===== src/rtl/muldiv_pkg.sv =====
// Shared encodings and constants for the iterative multiply/divide unit.
// Divide support is compiled in only when MULDIV_DIV_EN is defined.
package muldiv_pkg;

  localparam int ITER_DEF = 32;

  localparam logic [1:0] OP_MULTU = 2'b00;
  localparam logic [1:0] OP_MULT  = 2'b01;
  localparam logic [1:0] OP_DIVU  = 2'b10;
  localparam logic [1:0] OP_DIV   = 2'b11;

  typedef enum logic [1:0] {
    IDLE,
    CALC,
    FIXUP,
    DONE
  } state_t;

endpackage


===== src/rtl/muldiv_sign_fix.sv =====
// Conditional two's-complement negation, shared by operand magnitude
// conversion and result sign correction (32+32 split or one 64-bit value).
module muldiv_sign_fix (
  input  logic [31:0] i_a,
  input  logic [31:0] i_b,
  input  logic        i_neg_a,
  input  logic        i_neg_b,
  input  logic        i_wide,
  output logic [31:0] o_a,
  output logic [31:0] o_b
);

  logic [63:0] w_neg_wide;

  assign w_neg_wide = 64'd0 - {i_a, i_b};

  // Wide mode negates {a,b} as one value; split mode negates each half.
  always_comb begin
    o_a = i_a;
    o_b = i_b;
    if (i_wide) begin
      if (i_neg_a) begin
        o_a = w_neg_wide[63:32];
        o_b = w_neg_wide[31:0];
      end
    end else begin
      if (i_neg_a) o_a = 32'd0 - i_a;
      if (i_neg_b) o_b = 32'd0 - i_b;
    end
  end

endmodule


===== src/rtl/muldiv_unit.sv =====
// Iterative shift-add multiplier / shift-subtract divider with HI/LO.
// Define MULDIV_DIV_EN to build the divide datapath (DIVU, DIV).
module muldiv_unit
  import muldiv_pkg::*;
#(
  parameter int ITER = ITER_DEF
) (
  input  logic        clk,
  input  logic        reset,
  input  logic        start,
  input  logic [1:0]  op,
  input  logic [31:0] rs_data,
  input  logic [31:0] rt_data,
  output logic        busy,
  output logic        done,
  output logic [31:0] hi,
  output logic [31:0] lo
);

  localparam int CW = (ITER > 1) ? $clog2(ITER) : 1;
  localparam logic [CW-1:0] LAST = CW'(ITER - 1);

  state_t        r_state;
  logic [CW-1:0] r_cnt;
  logic [31:0]   r_acc_hi;
  logic [31:0]   r_acc_lo;
  logic [31:0]   r_b;
  logic [31:0]   r_hi;
  logic [31:0]   r_lo;
  logic          r_busy;
  logic          r_done;
  logic          r_is_div;
  logic          r_neg_hi;
  logic          r_neg_lo;

  logic          w_sgn;
  logic          w_is_div;
  logic          w_accept;
  logic [31:0]   w_ia;
  logic [31:0]   w_ib;
  logic          w_na;
  logic          w_nb;
  logic          w_wide;
  logic [31:0]   w_fa;
  logic [31:0]   w_fb;
  logic [32:0]   w_sum;
  logic [31:0]   w_step_hi;
  logic [31:0]   w_step_lo;
`ifdef MULDIV_DIV_EN
  logic [32:0]   w_rem_sh;
  logic          w_ge;
`endif

  assign w_sgn = (op == OP_MULT) || (op == OP_DIV);

`ifdef MULDIV_DIV_EN
  assign w_is_div = (op == OP_DIVU) || (op == OP_DIV);
  assign w_accept = start;
`else
  assign w_is_div = 1'b0;
  assign w_accept = start & ~op[1];
`endif

  // Sign-fix input select: operands while idle, accumulators afterwards.
  always_comb begin
    w_ia   = r_acc_hi;
    w_ib   = r_acc_lo;
    w_na   = r_neg_hi;
    w_nb   = r_neg_lo;
    w_wide = ~r_is_div;
    if (r_state == IDLE) begin
      w_ia   = rs_data;
      w_ib   = rt_data;
      w_na   = w_sgn & rs_data[31];
      w_nb   = w_sgn & rt_data[31];
      w_wide = 1'b0;
    end
  end

  muldiv_sign_fix u_sign_fix (
    .i_a     (w_ia),
    .i_b     (w_ib),
    .i_neg_a (w_na),
    .i_neg_b (w_nb),
    .i_wide  (w_wide),
    .o_a     (w_fa),
    .o_b     (w_fb)
  );

  // One loop iteration: shift-add multiply or restoring divide step.
  always_comb begin
    w_sum     = {1'b0, r_acc_hi} + (r_acc_lo[0] ? {1'b0, r_b} : 33'd0);
    w_step_hi = w_sum[32:1];
    w_step_lo = {w_sum[0], r_acc_lo[31:1]};
`ifdef MULDIV_DIV_EN
    w_rem_sh = {r_acc_hi, r_acc_lo[31]};
    w_ge     = w_rem_sh >= {1'b0, r_b};
    if (r_is_div) begin
      w_step_hi = w_ge ? (w_rem_sh[31:0] - r_b) : w_rem_sh[31:0];
      w_step_lo = {r_acc_lo[30:0], w_ge};
    end
`endif
  end

  // Control FSM with loop registers and registered busy/done/hi/lo.
  always_ff @(posedge clk or negedge reset) begin
    if (!reset) begin
      r_state  <= IDLE;
      r_cnt    <= '0;
      r_acc_hi <= '0;
      r_acc_lo <= '0;
      r_b      <= '0;
      r_hi     <= '0;
      r_lo     <= '0;
      r_busy   <= 1'b0;
      r_done   <= 1'b0;
      r_is_div <= 1'b0;
      r_neg_hi <= 1'b0;
      r_neg_lo <= 1'b0;
    end else begin
      unique case (r_state)
        IDLE: begin
          if (w_accept) begin
            r_state  <= CALC;
            r_busy   <= 1'b1;
            r_cnt    <= '0;
            r_acc_hi <= '0;
            r_is_div <= w_is_div;
            if (w_is_div) begin
              r_acc_lo <= w_fa;
              r_b      <= w_fb;
              r_neg_hi <= w_sgn & rs_data[31];
              r_neg_lo <= w_sgn & (rs_data[31] ^ rt_data[31])
                          & (rt_data != 32'd0);
            end else begin
              r_acc_lo <= w_fb;
              r_b      <= w_fa;
              r_neg_hi <= w_sgn & (rs_data[31] ^ rt_data[31]);
              r_neg_lo <= 1'b0;
            end
          end
        end
        CALC: begin
          r_acc_hi <= w_step_hi;
          r_acc_lo <= w_step_lo;
          if (r_cnt == LAST) begin
            r_state <= FIXUP;
          end else begin
            r_cnt <= r_cnt + 1'b1;
          end
        end
        FIXUP: begin
          r_state <= DONE;
          r_hi    <= w_fa;
          r_lo    <= w_fb;
          r_done  <= 1'b1;
        end
        DONE: begin
          r_state <= IDLE;
          r_busy  <= 1'b0;
          r_done  <= 1'b0;
        end
        default: r_state <= IDLE;
      endcase
    end
  end

  assign busy = r_busy;
  assign done = r_done;
  assign hi   = r_hi;
  assign lo   = r_lo;

endmodule


===== config.mk =====
export PLATFORM = sky130hd
export DESIGN_NAME = muldiv_unit
export DESIGN_NICKNAME = d
export VERILOG_FILES = /design/src/rtl/muldiv_pkg.sv /design/src/rtl/muldiv_sign_fix.sv /design/src/rtl/muldiv_unit.sv
export SDC_FILE = /design/constraint.sdc
export NUM_CORES = 1
export LEC_CHECK = 0
export BUFFER_PORTS_ARGS = -buffer_cell sky130_fd_sc_hd__buf_2
export CORE_MARGIN = 3
export CORE_UTILIZATION = 55
export CTS_CLUSTER_SIZE = 25
export DETAILED_ROUTE_END_ITERATION = 12
export PLACE_DENSITY = 0.78
export SYNTH_ARGS = -nofsm -noshare
export SYNTH_HDL_FRONTEND = slang
export SYNTH_HIERARCHICAL = 1
export SYNTH_SLANG_ARGS = --single-unit
export TNS_END_PERCENT = 100

===== constraint.sdc =====
create_clock -name clk -period 7.5 [get_ports clk]
set_clock_uncertainty 0.1 [all_clocks]
set_input_delay 0.375 -clock clk [delete_from_list [all_inputs] [get_ports clk]]
set_output_delay 0.375 -clock clk [all_outputs]
set_load 0.02 [all_outputs]

### After elaboration in Yosys (flattened, before gate mapping)

Cells that the tools add are included.

| storage, ports and cells | value |
|---|---|
| bits in registers | 170 |
| logic and storage cells | 64 |
| bits in writable memories | 0 |
| bits in latches | 0 |
| bits in read-only memories | 0 |
| input port bits | 69 |
| output and inout port bits | 66 |
| memories kept | 0 |

| operators by class | value |
|---|---|
| muxes and demuxes | 24 |
| divide/modulo/power cells | 0 |
| shift operators | 0 |
| $mul | 0 |
| $lt $le $gt $ge | 0 |
| reduce and logical (&&, ||, !) cells | 10 |
| add/sub/neg operators | 5 |
| bitwise logic cells | 6 |
| equality and inequality tests | 9 |

Operators with widths:

| cell | count |
|---|---|
| $mux 32 | 11 |
| $pmux 32 s2 | 2 |
| $sub 1x32->32 const A | 2 |
| $sub 1x64->64 const A | 1 |
| $add 32x32->33 | 1 |
| $mux 5 | 2 |
| $pmux 5 s2 | 1 |
| $pmux 2 s4 | 1 |
| $reduce_and 2->1 | 4 |
| $eq 2x2->1 const B | 3 |
| $ne 2x2->1 const B | 3 |
| $reduce_bool 2->1 | 3 |
| $add 5x1->5 const B | 1 |
| $eq 5x5->1 const B | 1 |
| $and 1x1->1 | 4 |
| $eq 2x1->1 const B | 2 |
| $mux 2 | 2 |
| $pmux 1 s2 | 2 |
| $mux 1 | 3 |
| $reduce_and 3->1 | 1 |
| $logic_not 2->1 | 1 |
| $logic_or 1x1->1 | 1 |
| $not 1->1 | 1 |
| $xor 1x1->1 | 1 |

### Longest topological paths before layout

Gate-level depths: netlist of the first run.

| logic depth | value |
|---|---|
| depth in word-level cells | 8 |
| gate-level depth with buffers | 14 |
| mapped depth without buffers | 12 |

### By module

The synthesis of the first run kept the hierarchy.

Modules (own cells, without submodules):

| module | instances | cells each | area each (µm²) | seq. area each (µm²) |
|---|---|---|---|---|
| muldiv_unit | 1 | 873 | 9,485.3 | 4,254.1 |
| muldiv_sign_fix | 1 | 220 | 1,539.0 | 0.0 |

### Least setup slack after synthesis of the first run

OpenSTA, ideal clock, no wires.

| path | value |
|---|---|
| kind | reg-to-reg |
| start | register r_state[0] |
| end | register r_hi[30], in the netlist hi[30] |
| period minus slack after synthesis | 3,699 ps |
| buffers on the path | 2 |
| library setup time | 125 ps |
| arrival time | 3,474 ps |
| setup slack | 3,801 ps |
| data required time | 7,275 ps |
| cell stages (with the launch flop) | 13 |
| path through | dfrtp_1 > inv_1 > ha_1 > buf_2 > buf_1 > mux2_2 > nor4_4 > nand4_2 > or4_4 > or4_4 > o41ai_2 > xnor2_1 > mux2_2 |

| between the ends | value |
|---|---|
| cells in the longest elaborated chain, start to end | 5 |
| elaborated cells between the ends (all ways) | 10 |
| those cells by class | 2 x add/sub; 1 x eq/ne; 6 x mux; 1 x reduce/logical |

Ends and longest elaborated chain:

| item | line | source |
|---|---|---|
| from (decl) | muldiv_unit.sv:23 | `state_t r_state;` |
| from (signal assigned) | muldiv_unit.sv:108 | `r_state <= IDLE;` |
| from (signal assigned) | muldiv_unit.sv:124 | `r_state <= CALC;` |
| from (signal assigned) | muldiv_unit.sv:147 | `r_state <= FIXUP;` |
| $logic_not 2->1 * | muldiv_unit.sv:71 | `if (r_state == IDLE) begin` |
| $mux 32 * | muldiv_unit.sv:71 |  |
| via w_ia[16] | muldiv_unit.sv:39 | `logic [31:0] w_ia;` |
| $sub 1x64->64 or $sub 1x32->32 (tied branches) | muldiv_sign_fix.sv:15, muldiv_sign_fix.sv:27 |  |
| $mux 32, on equally long branches | muldiv_sign_fix.sv:22, muldiv_sign_fix.sv:27 |  |
| $mux 32 * | muldiv_sign_fix.sv:21 | `if (i_wide) begin` |
| via w_fa[30] | muldiv_unit.sv:44 | `logic [31:0] w_fa;` |
| to (signal assigned) | muldiv_unit.sv:154 | `r_hi <= w_fa;` |
| to (decl) | muldiv_unit.sv:28 | `logic [31:0] r_hi;` |

Mark *: on every way through the listed nets, which the timed path passes. The rest lies on a longest branch.
A chain may end at the register's enable or synchronous reset.

### Final worst setup path of the first run

| path | value |
|---|---|
| start | register r_state[0] |
| end | register r_hi[13], in the netlist hi[13] |

| between the ends | value |
|---|---|
| cells in the longest elaborated chain, start to end | 5 |
| elaborated cells between the ends (all ways) | 10 |
| those cells by class | 2 x add/sub; 1 x eq/ne; 6 x mux; 1 x reduce/logical |

Ends and longest elaborated chain:

| item | line | source |
|---|---|---|
| $logic_not 2->1 | muldiv_unit.sv:71 |  |
| $mux 32 | muldiv_unit.sv:71 |  |
| via w_ib[10] | muldiv_unit.sv:40 | `logic [31:0] w_ib;` |
| $sub 1x64->64 | muldiv_sign_fix.sv:15 | `assign w_neg_wide = 64'd0 - {i_a, i_b};` |
| $mux 32 | muldiv_sign_fix.sv:22 | `if (i_neg_a) begin` |
| $mux 32 | muldiv_sign_fix.sv:21 |  |
| via w_fa[13] | muldiv_unit.sv:44 |  |

The timed path passes the listed nets, and every way through them passes these cells.

==> results.json, run 1 <==
{
  "status": "complete, no violations",
  "peakVddDrop_mv": 0.304,
  "grt_max_degree": 91,
  "postSynthCellCount": 1093,
  "final_nets": 1309,
  "hold_violations": 0,
  "cp-end-kind": "flip-flop",
  "htree_num_levels": 4,
  "path_delay_family": "simple AND/OR/NAND/NOR gates",
  "max_cap_viol_count": 0,
  "syn-num-nets": 1203,
  "syn_avg_cell_area_um2": 10.1,
  "cts.sinks": 170,
  "min_period_over_period": 0.615,
  "synth_compound_area_frac": 0.149,
  "crit_path_start_kind": "flip-flop",
  "root_buffer": "clkbuf_16",
  "hold_start": "op[0]",
  "synth_edf_count": 0,
  "powerDensity_nw_per_um2": 480,
  "seq_area_frac_synth": 0.386,
  "min_path_type": "primary input to flip-flop",
  "postCtsHoldBufs": 1,
  "fillerInstances": 1582,
  "grt-ovfl-total": 0,
  "grt_usage": 0.265,
  "p_total_mw": 5.98,
  "avgViaCountPerCell": 6.02,
  "cpMostUsedCell": "mux2_2",
  "coreArea_um2": 19600,
  "port-buffer-count": 134,
  "crit_slowest_cell": "ha_4",
  "antenna_cells": 0,
  "synth_xor_area_frac": 0.0683,
  "tightest_slew_ps": 1260,
  "startpoint": "r_state[0]",
  "ys_types": 81,
  "relSlewSlack": 0.155,
  "row_count": 51,
  "antenna_found_initial": 1,
  "crit_arrival_ps": 4830,
  "dpl.hpwl_um": 20200,
  "io_pins": 135,
  "worstReg2RegStart": "r_state[0]",
  "reg2reg_to": "hi[13]",
  "yosysWarnings": 6,
  "syn-cell-area_um2": 11000,
  "synthMuxAreaShare": 0.192,
  "area_growth_pct": 12.9,
  "cp.required_ps": 7720,
  "die_y_um": 148,
  "ys.flop_type": "dfrtp_1",
  "setup-violations-final": 0,
  "clk_pin_slew_worst_paths_ps": 60,
  "slew_viol_final": 0,
  "synth-seq-cells": 170,
  "totalWireLength_um": 28600,
  "clockBufferDepth": 2,
  "cts-buffers-inserted": 17,
  "setup_tns_ps": 0,
  "place_congestion": 0.948,
  "drt_iter0_markers": 620,
  "cp_max_fo": 73,
  "wire_per_inst_um": 19.3,
  "synth_top_family_by_area": "multiplexers",
  "rsz0062_at_grt": "false",
  "endpoint": "hi[13]",
  "cts_tree": "done",
  "cts_resized": 0,
  "r2r_setup_slack_ps": 2890,
  "drive_gt1_frac": 0.309,
  "power_leakage_nw": 5.60,
  "dieArea_um2": 21800,
  "grt_pass1_wl_um": 46500,
  "fin_crit_ps": 4610,
  "worst-setup-path-type": "flip-flop to flip-flop",
  "synth_fa_ha_area_frac": 0.0472,
  "initial_core_util": 0.563,
  "antenna_left": 0,
  "grt_pass1_vias": 8951,
  "dieWidth_um": 148,
  "ys_async_sr_fraction": 1.00,
  "crit_buf_inv": 1,
  "rr_worst_depth": 10,
  "cp.depth": 10,
  "max_stage_delay_ps": 850,
  "fmax_mhz": 217,
  "synth-simple-area-share": 0.127,
  "drc": 0,
  "dr.pass1.iters": 7,
  "clock_latency_ps": 450,
  "crit_chain": "inv_1, ha_4, mux2_2, nor4_1, nand3_1, o31ai_1, nand4_1, o41ai_1, xnor2_1, mux2_2",
  "routed-via-count": 8895,
  "cts_setup_buffers": 0
}
## power by group
| part | total (mW) | internal, mW | switching (mW) |
|---|---|---|---|
| sequential | 1.59 | 1.34 | 0.252 |
| clock | 0.862 | 0.465 | 0.397 |
| combinational | 3.52 | 1.44 | 2.08 |
## Yosys cell counts, types with 3 or more instances
cell / count / share of area
a21boi_1: 3 / 0.0020
and2_1: 35 / 0.020
o41ai_2: 4 / 0.0059
or3_1: 8 / 0.0045
a21oi_1: 40 / 0.018
buf_2: 7 / 0.0032
buf_1: 14 / 0.0048
o21a_1: 5 / 0.0034
a22oi_1: 3 / 0.0020
or4_1: 3 / 0.0020
o21ai_1: 9 / 0.0041
nand2b_1: 5 / 0.0028
ha_1: 40 / 0.045
dfrtp_1: 170 / 0.39
a211oi_1: 4 / 0.0027
a21oi_2: 4 / 0.0032
o41ai_1: 7 / 0.0056
xor2_1: 25 / 0.020
mux2i_1: 33 / 0.030
o21bai_1: 3 / 0.0020
mux2_2: 159 / 0.16
or4_4: 3 / 0.0031
nor4_2: 4 / 0.0045
nor3_1: 12 / 0.0054
inv_1: 23 / 0.0078
o31ai_1: 18 / 0.012
o21ai_0: 95 / 0.043
o211ai_1: 5 / 0.0034
and3_1: 7 / 0.0040
nand2_1: 110 / 0.037
nand3_1: 23 / 0.010
a31oi_1: 9 / 0.0051
a21o_1: 8 / 0.0054
nand4_1: 8 / 0.0045
nor2_1: 36 / 0.012
a21o_2: 5 / 0.0040
clkbuf_1: 28 / 0.0095
a41oi_1: 3 / 0.0024
xnor2_1: 61 / 0.048
## stage by stage
stage | cells | area, um2 | setup WS, ps | hold WS (ps) | utilization
after floorplan | 1093 | 11000 | 3800 | -20.6 | -
after global placement | 1444 | 11900 | 3160 | 363 | 0.606
after detailed placement | 1444 | 11900 | 2980 | 380 | 0.606
after CTS | 1477 | 12500 | 2980 | 86.3 | 0.636
after global routing | 1477 | 12500 | 2620 | 110 | 0.636
final | 1477 | 12500 | 2890 | 95.9 | 0.636
## metal layers
| metal | vias to the layer above | share of wire | track usage |
|---|---|---|---|
| met5 | - | 0.00024 | 0 |
| met4 | 2 | 0.029 | 0.0960 |
| met3 | 67 | 0.059 | 0.0438 |
| met2 | 340 | 0.49 | 0.452 |
| met1 | 4314 | 0.43 | 0.341 |
| li1 | 4172 | - | - |
## worst min-delay path, cell delays in order
cell and delay (ps):
buf_2 110, nand2_1 50, o21ai_0 60
## flip-flops by register name, summed over array words and instances, names as in the netlist, 2 cells and up
signal and flops:
hi 32, lo 32, r_acc_hi 32, r_acc_lo 32
r_b 32, r_cnt 5, r_state 2
## cell usage in the layout, fill, tap and decap left out, types with 9 or more instances in the layout
cell / synthesis / final
buf_2: 7 / 133
mux2i_1: 33 / 33
xnor2_1: 61 / 61
o21ai_1: 9 / 9
nand3_1: 23 / 23
a21oi_1: 40 / 40
a31oi_1: 9 / 9
ha_1: 40 / 37
o21ai_0: 95 / 94
xor2_1: 25 / 25
mux2_2: 159 / 159
and2_1: 35 / 35
o31ai_1: 18 / 18
inv_1: 23 / 23
nand2_1: 110 / 110
nor2_1: 36 / 36
nor3_1: 12 / 12
clkbuf_16: 0 / 17
dfrtp_1: 170 / 170
## worst min path at each step
stage,endpoint,slack (ps),depth (start not counted)
finish,r_neg_hi,100,3
global route,r_neg_hi,110,3
CTS,r_neg_hi,90,3
detailed placement,done,380,2
global placement,r_neg_hi,360,2
floorplan,busy,-20,0
## layout make-up
class	instances	area, um2	share of cell area
multi-input combinational	844	6460	0.519
tap	265	332	0.0266
timing repair buffer	142	739	0.0594
clock buffer	18	429	0.0345
inverter	24	91.3	0.00734
sequential	170	4250	0.342
clock inverter	14	141	0.0114
## logic make-up (layout without fill, tap and decap cells)
| family | Yosys count | after routing |
|---|---|---|
| and+or+nand+nor | 274 | 274 |
| AOI/OAI and AO/OA | 251 | 251 |
| muxes | 192 | 192 |
| DFF | 170 | 170 |
| xor gates and xnor gates | 86 | 86 |
| buffers and inverters | 79 | 198 |
| adders and majority gates | 41 | 41 |
(Power assumes the default switching activity.)
==> run 2: changes to the inputs <==
Settings changed: CORE_UTILIZATION 55 to 54, PLACE_DENSITY 0.78 to 0.8.
Clock period 7.5 ns to 4 ns, I/O delays scaled along.
==> run 2 against run 1 <==
Flip-flop and latch count did not move; register-to-register slack got worse by 2800 ps; first-iteration DRC count rose by 1.1%; largest cell class unchanged.
==> results.json, run 2 (synthesis results as in run 1) <==
{
  "status": "complete, no violations",
  "wire_per_inst_um": 19.9,
  "cts-buffers-inserted": 17,
  "row_count": 51,
  "max_cap_viol_count": 0,
  "powerDensity_nw_per_um2": 905,
  "grt_usage": 0.268,
  "grt_pass1_wl_um": 47400,
  "power_leakage_nw": 5.74,
  "routed-via-count": 9081,
  "crit_slowest_cell": "or4_4",
  "peakVddDrop_mv": 0.520,
  "drive_gt1_frac": 0.326,
  "area_growth_pct": 14.9,
  "tightest_slew_ps": 1200,
  "setup-violations-final": 0,
  "setup_tns_ps": 0,
  "rsz0062_at_grt": "false",
  "drc": 0,
  "endpoint": "hi[20]",
  "antenna_found_initial": 1,
  "p_total_mw": 11.5,
  "stdcell_area_um2": 12700,
  "clockBufferDepth": 2,
  "final_nets": 1333,
  "p_sw_frac": 0.459,
  "initial_core_util": 0.557,
  "min_period_over_period": 0.975,
  "crit_buf_inv": 2,
  "hold_violations": 0,
  "grt_max_degree": 96,
  "relSlewSlack": 0.194,
  "port-buffer-count": 134,
  "totalWireLength_um": 29900,
  "avgViaCountPerCell": 6.05,
  "dpl.hpwl_um": 21300,
  "slew_viol_final": 0,
  "place_congestion": 0.983,
  "power.internal_mw": 6.20,
  "dr.pass1.iters": 5,
  "clkPwrFrac": 0.139,
  "cts.sinks": 170,
  "grt_pass1_vias": 9048,
  "crit_path_start_kind": "flip-flop",
  "crit_arrival_ps": 4120,
  "dieArea_um2": 22200,
  "rr_worst_depth": 11,
  "cp.required_ps": 4220,
  "root_buffer": "clkbuf_16",
  "clk_pin_slew_worst_paths_ps": 70,
  "utilization": 0.641,
  "max_stage_delay_ps": 480,
  "io_pins": 135,
  "min_path_type": "primary input to flip-flop",
  "post_dp_cell_area_um2": 12000,
  "antenna_cells": 0,
  "r2r_setup_slack_ps": 100,
  "cp_max_fo": 25,
  "path_delay_family": "simple AND/OR/NAND/NOR gates",
  "final_cell_mix": "dfrtp_1, mux2_2, buf_2, nand2_1, o21ai_0",
  "cp.depth": 11,
  "htree_num_levels": 4,
  "clock_latency_ps": 440,
  "worstReg2RegStart": "r_state[1]",
  "cpMostUsedCell": "mux2_2",
  "coreArea_um2": 19800,
  "p_sw_mw": 5.26,
  "cp-end-kind": "flip-flop",
  "worst-setup-path-type": "flip-flop to flip-flop",
  "fin_crit_ps": 3900,
  "dieWidth_um": 149,
  "antenna_left": 0,
  "seq_power_share": 0.261,
  "fillerInstances": 1569,
  "reg2reg_to": "hi[20]",
  "drt_iter0_markers": 627,
  "grt-ovfl-total": 0,
  "hold-worst-slack_ps": 145,
  "cts_tree": "done",
  "die_y_um": 149,
  "startpoint": "r_state[1]",
  "layout_commonest_cell": "dfrtp_1",
  "crit_chain": "inv_1, ha_4, buf_12, mux2_2, or3_1, or4_4, or2_1, or4_1, o21ai_1, xnor2_1, mux2_2",
  "comb_power_share": 0.601,
  "fmax_mhz": 256
}
[run 2: cell count changes in the layout (fill, tap and decap cells not counted), sizes merged]
cell         before  now
buf             141  163
bufinv            1    0
clkinv            7    6
clkinvlp          3    2
dlygate4sd3       1    3
inv              27   30
[run 2: worst min path at each step]
stage	start	cells after the start	end	slack [ps]
2_1_floorplan	reset	0	busy	-200
3_3_place_gp	reset	1	r_b[10]	240
3_5_place_dp	reset	1	hi[11]	260
4_1_cts	rt_data[0]	3	lo[0]	140
5_1_grt	start	4	busy	140
6_report	start	4	busy	140
[run 2: cell type report]
class	instances	area, um2	area share
Clock inverter	14	110	0.00869
Tap cell	265	332	0.0262
Clock buffer	18	439	0.0347
Inverter	24	91.3	0.00721
Sequential cell	170	4250	0.336
Multi-Input combinational cell	844	6510	0.514
Timing Repair Buffer	166	937	0.0740
[run 2: worst register-to-register path, stage by stage, from the launching register on]
cell,delay (ps)
dfrtp_1,400
inv_1,140
ha_4,260
buf_12,220
mux2_2,390
or3_1,440
or4_4,480
or2_1,340
or4_1,440
o21ai_1,170
xnor2_1,130
mux2_2,280
[run 2: metrics by stage]
step           setup slack [ps]  std cells
4_1_cts                    51.2       1499
6_report                   99.6       1501
5_1_grt                    9.40       1501
2_1_floorplan               301       1093
3_5_place_dp               71.3       1464
3_3_place_gp                197       1464
[run 2: what timing repair did]
| action | 4_1_cts | 5_1_grt |
|---|---|---|
| gates resized for setup | 0 | 6 |
| setup endpoints to repair | 0 | 26 |
| hold buffers | 3 | 0 |
| endpoints found under the hold margin | 93 | 0 |
| buffers inserted | 0 | 2 |
[run 2: power groups by stage]
stage               combinational [mW]  sequential, mW  clock, mW
detailed placement                6.70            3.00          0
finish                            6.89            2.99       1.59
global placement                  6.54            2.97          0
floorplan                         4.60            3.27          0
CTS                               6.76            2.98       1.61
global route                      7.45            3.08       1.68
[run 2: layer usage]
layer  GRT usage  part of all wire  wire length [um]
met1       0.346              0.42             12400
met5           0           0.00044                13
met4      0.0778             0.020               608
met3      0.0665             0.075              2230
met2       0.449              0.49             14600
==> run 3: changes to the inputs <==
Settings changed: CORE_ASPECT_RATIO set to 1.1, SYNTH_HIERARCHICAL 1 to unset.
==> run 3 against run 2 <==
Clock power rose by 8%; cell count rose by 17%; die area rose by 6.5%; synthesized cell count rose by 20%; setup slack got worse by 32 ps; first-iteration DRC count rose by 23%; sequential power rose by 6%; sequential share of layout area fell by 2.5 points; global-route usage rose by 0.53 points; core utilization barely moved; synthesized area rose by 6.8%; wire length rose by 8.8%; critical endpoint is now hi[31]; largest cell class unchanged.
==> results.json, run 3 <==
{
  "crit_buf_inv": 3,
  "cts_tree": "done",
  "antenna_found_initial": 0,
  "root_buffer": "clkbuf_16",
  "layoutNonFillerInstCount": 1749,
  "clockBufferDepth": 2,
  "min_path_type": "primary input to flip-flop",
  "dp_cells": 1699,
  "ys.flop_type": "dfrtp_1",
  "powerDensity_nw_per_um2": 883,
  "grt_pass1_vias": 10300,
  "min_to": "r_b[11]",
  "initial_core_util": 0.551,
  "synth_edf_count": 0,
  "drive_gt1_frac": 0.210,
  "yosysWarnings": 0,
  "routed-via-count": 10600,
  "yosys-top-cells-count": "dfrtp_1, nand2_1, o21ai_0",
  "drt_iter0_markers": 769,
  "crit_slowest_cell": "or4_4",
  "synth_compound_area_frac": 0.174,
  "dieWidth_um": 147,
  "relSlewSlack": 0.199,
  "final_nets": 1557,
  "crit_chain": "inv_1, ha_4, buf_4, or4_4, a222oi_1, buf_4, nand4_4, or3_4, or4_1, a211oi_2, nor2_1, xnor2_1, mux2_2",
  "syn-cell-area_um2": 11800,
  "avgViaCountPerCell": 6.08,
  "dr.pass1.iters": 5,
  "ys_types": 71,
  "multi_input_area_um2": 7240,
  "max_cap_viol_count": 0,
  "final_cell_mix": "dfrtp_1, nand2_1, buf_2, o21ai_0, mux2i_1",
  "antenna_left": 0,
  "synth_fa_ha_area_frac": 0.0442,
  "syn_avg_cell_area_um2": 8.97,
  "rr_worst_depth": 13,
  "cts.sinks": 170,
  "synth-seq-cells": 170,
  "dpl.hpwl_um": 23300,
  "postSynthCellCount": 1312,
  "port-buffer-count": 134,
  "post_dp_cell_area_um2": 12900,
  "synth-simple-area-share": 0.183,
  "drc": 0,
  "min_period_over_period": 0.983,
  "r2r_setup_slack_ps": 70,
  "coreArea_um2": 21400,
  "crit_path_start_kind": "flip-flop",
  "yosys.cell_count.top_type": "dfrtp_1",
  "ys_async_sr_fraction": 1.00,
  "dieArea_um2": 23600,
  "regArea_um2": 4260,
  "syn-num-nets": 1422,
  "cts-buffers-inserted": 17,
  "grt_max_degree": 92,
  "synth_top_area_cell": "dfrtp_1",
  "cp.required_ps": 4220,
  "cpMostUsedCell": "buf_4",
  "hold_violations": 0,
  "stdcell_area_um2": 13700,
  "grt-ovfl-total": 0,
  "clk_pin_slew_worst_paths_ps": 60,
  "status": "complete, no violations",
  "synth_xor_area_frac": 0.0811,
  "die_y_um": 161,
  "setup_tns_ps": 0,
  "grt_pass1_wl_um": 52500,
  "hold_start": "rs_data[11]",
  "cp-end-kind": "flip-flop",
  "path_delay_family": "simple AND/OR/NAND/NOR gates",
  "clock_latency_ps": 440,
  "hold-worst-slack_ps": 0.726,
  "fillerInstances": 1749,
  "hold_depth": 3,
  "area_growth_pct": 16.3,
  "wire_per_inst_um": 18.6,
  "row_count": 56,
  "setup-violations-final": 0,
  "fin_crit_ps": 3930,
  "rsz0062_at_grt": "true",
  "layout_commonest_cell": "dfrtp_1",
  "synth_top_family_by_area": "simple AND/OR/NAND/NOR gates",
  "tightest_slew_ps": 1200,
  "htree_num_levels": 4,
  "synthMuxAreaShare": 0.126,
  "antenna_cells": 0,
  "fmax_mhz": 254,
  "seq_area_frac_synth": 0.361,
  "reg2reg_to": "hi[31]",
  "slew_viol_final": 0,
  "crit_arrival_ps": 4160,
  "grt_usage": 0.273,
  "cp_max_fo": 13,
  "synthTopCellsByArea": "dfrtp_1, mux2i_1, mux2_2",
  "io_pins": 135,
  "peakVddDrop_mv": 0.445,
  "max_stage_delay_ps": 550,
  "worst-setup-path-type": "flip-flop to flip-flop",
  "place_congestion": 0.890,
  "yosys.area.top_type_share": 0.361,
  "power_leakage_nw": 6.28,
  "worstReg2RegStart": "r_state[1]",
  "totalWireLength_um": 32500
}
run 3: cell count changes after synthesis, moves of 16 or more:
cell	change
nor3_1	+20
clkbuf_1	+20
a21o_1	+18
or3_1	+18
xor2_1	+25
nand2b_1	+16
nand2_1	+43
mux2_2	-101
mux2i_1	+50
nor2_1	+40
o21ai_0	+34
a21oi_1	+34
run 3: how the worst max path moves through the flow:
stage	startpoint	endpoint	slack (ps)	depth (start not counted)
5_1_grt	r_state[1]	hi[31]	-90	13
3_3_place_gp	r_state[0]	hi[31]	160	11
3_5_place_dp	r_state[0]	hi[17]	-80	11
2_1_floorplan	r_state[0]	hi[30]	1	22
4_1_cts	r_state[0]	hi[31]	8	13
6_report	r_state[1]	hi[31]	70	13
run 3: per-layer routing:
metal	global-route usage	routed length [um]
met1	0.351	13300
met2	0.454	15600
met3	0.0437	2180
met4	0.125	1430
met5	0	0
run 3: cell type report:
type                    instances  area share
multi-input cells            1050       0.529
flip-flops and latches        170       0.311
repair buffers                185      0.0829
clock buffers                  20      0.0334
well taps                     290      0.0265
clock inverters                11      0.0107
inverters                      23     0.00631
run 3: repair_timing:
| item | in CTS | in global routing |
|---|---|---|
| pin swaps | 2 | 3 |
| endpoints found under the hold margin | 97 | 0 |
| endpoints found under the setup margin | 5 | 27 |
| buffers inserted | 6 | 3 |
| hold buffers | 10 | 0 |
| resized for setup | 0 | 8 |
run 3: worst min-delay path, stage by stage:
cell and delay (ps):
buf_2 100, xor2_1 60, o21ai_0 140
run 3: cells by family after synthesis:
group	count (synthesis)
AO/OA/AOI/OAI	329
buffers and inverters	92
multiplexers	141
flip-flops	170
adder cells (fa/ha/maj)	41
AND/OR/NAND/NOR	430
XOR/XNOR	109
run 3: where the power goes:
part	switching [mW]	internal [mW]	total (mW)	leakage, nW
Combinational	4.18	3.02	7.20	3.87
Sequential	0.657	2.51	3.17	2.13
Clock	0.713	1.01	1.72	0.280
Total	5.55	6.53	12.1	6.28
run 3: per-stage QoR:
stage,power [mW],worst slack (ps),utilization
final,12.1,67.5,0.640
after global routing,12.9,-93.0,0.640
after CTS,12.0,8.19,0.638
after detailed placement,10.2,-80.6,0.603
after global placement,9.93,163,0.603
after floorplan,8.30,1.20,-
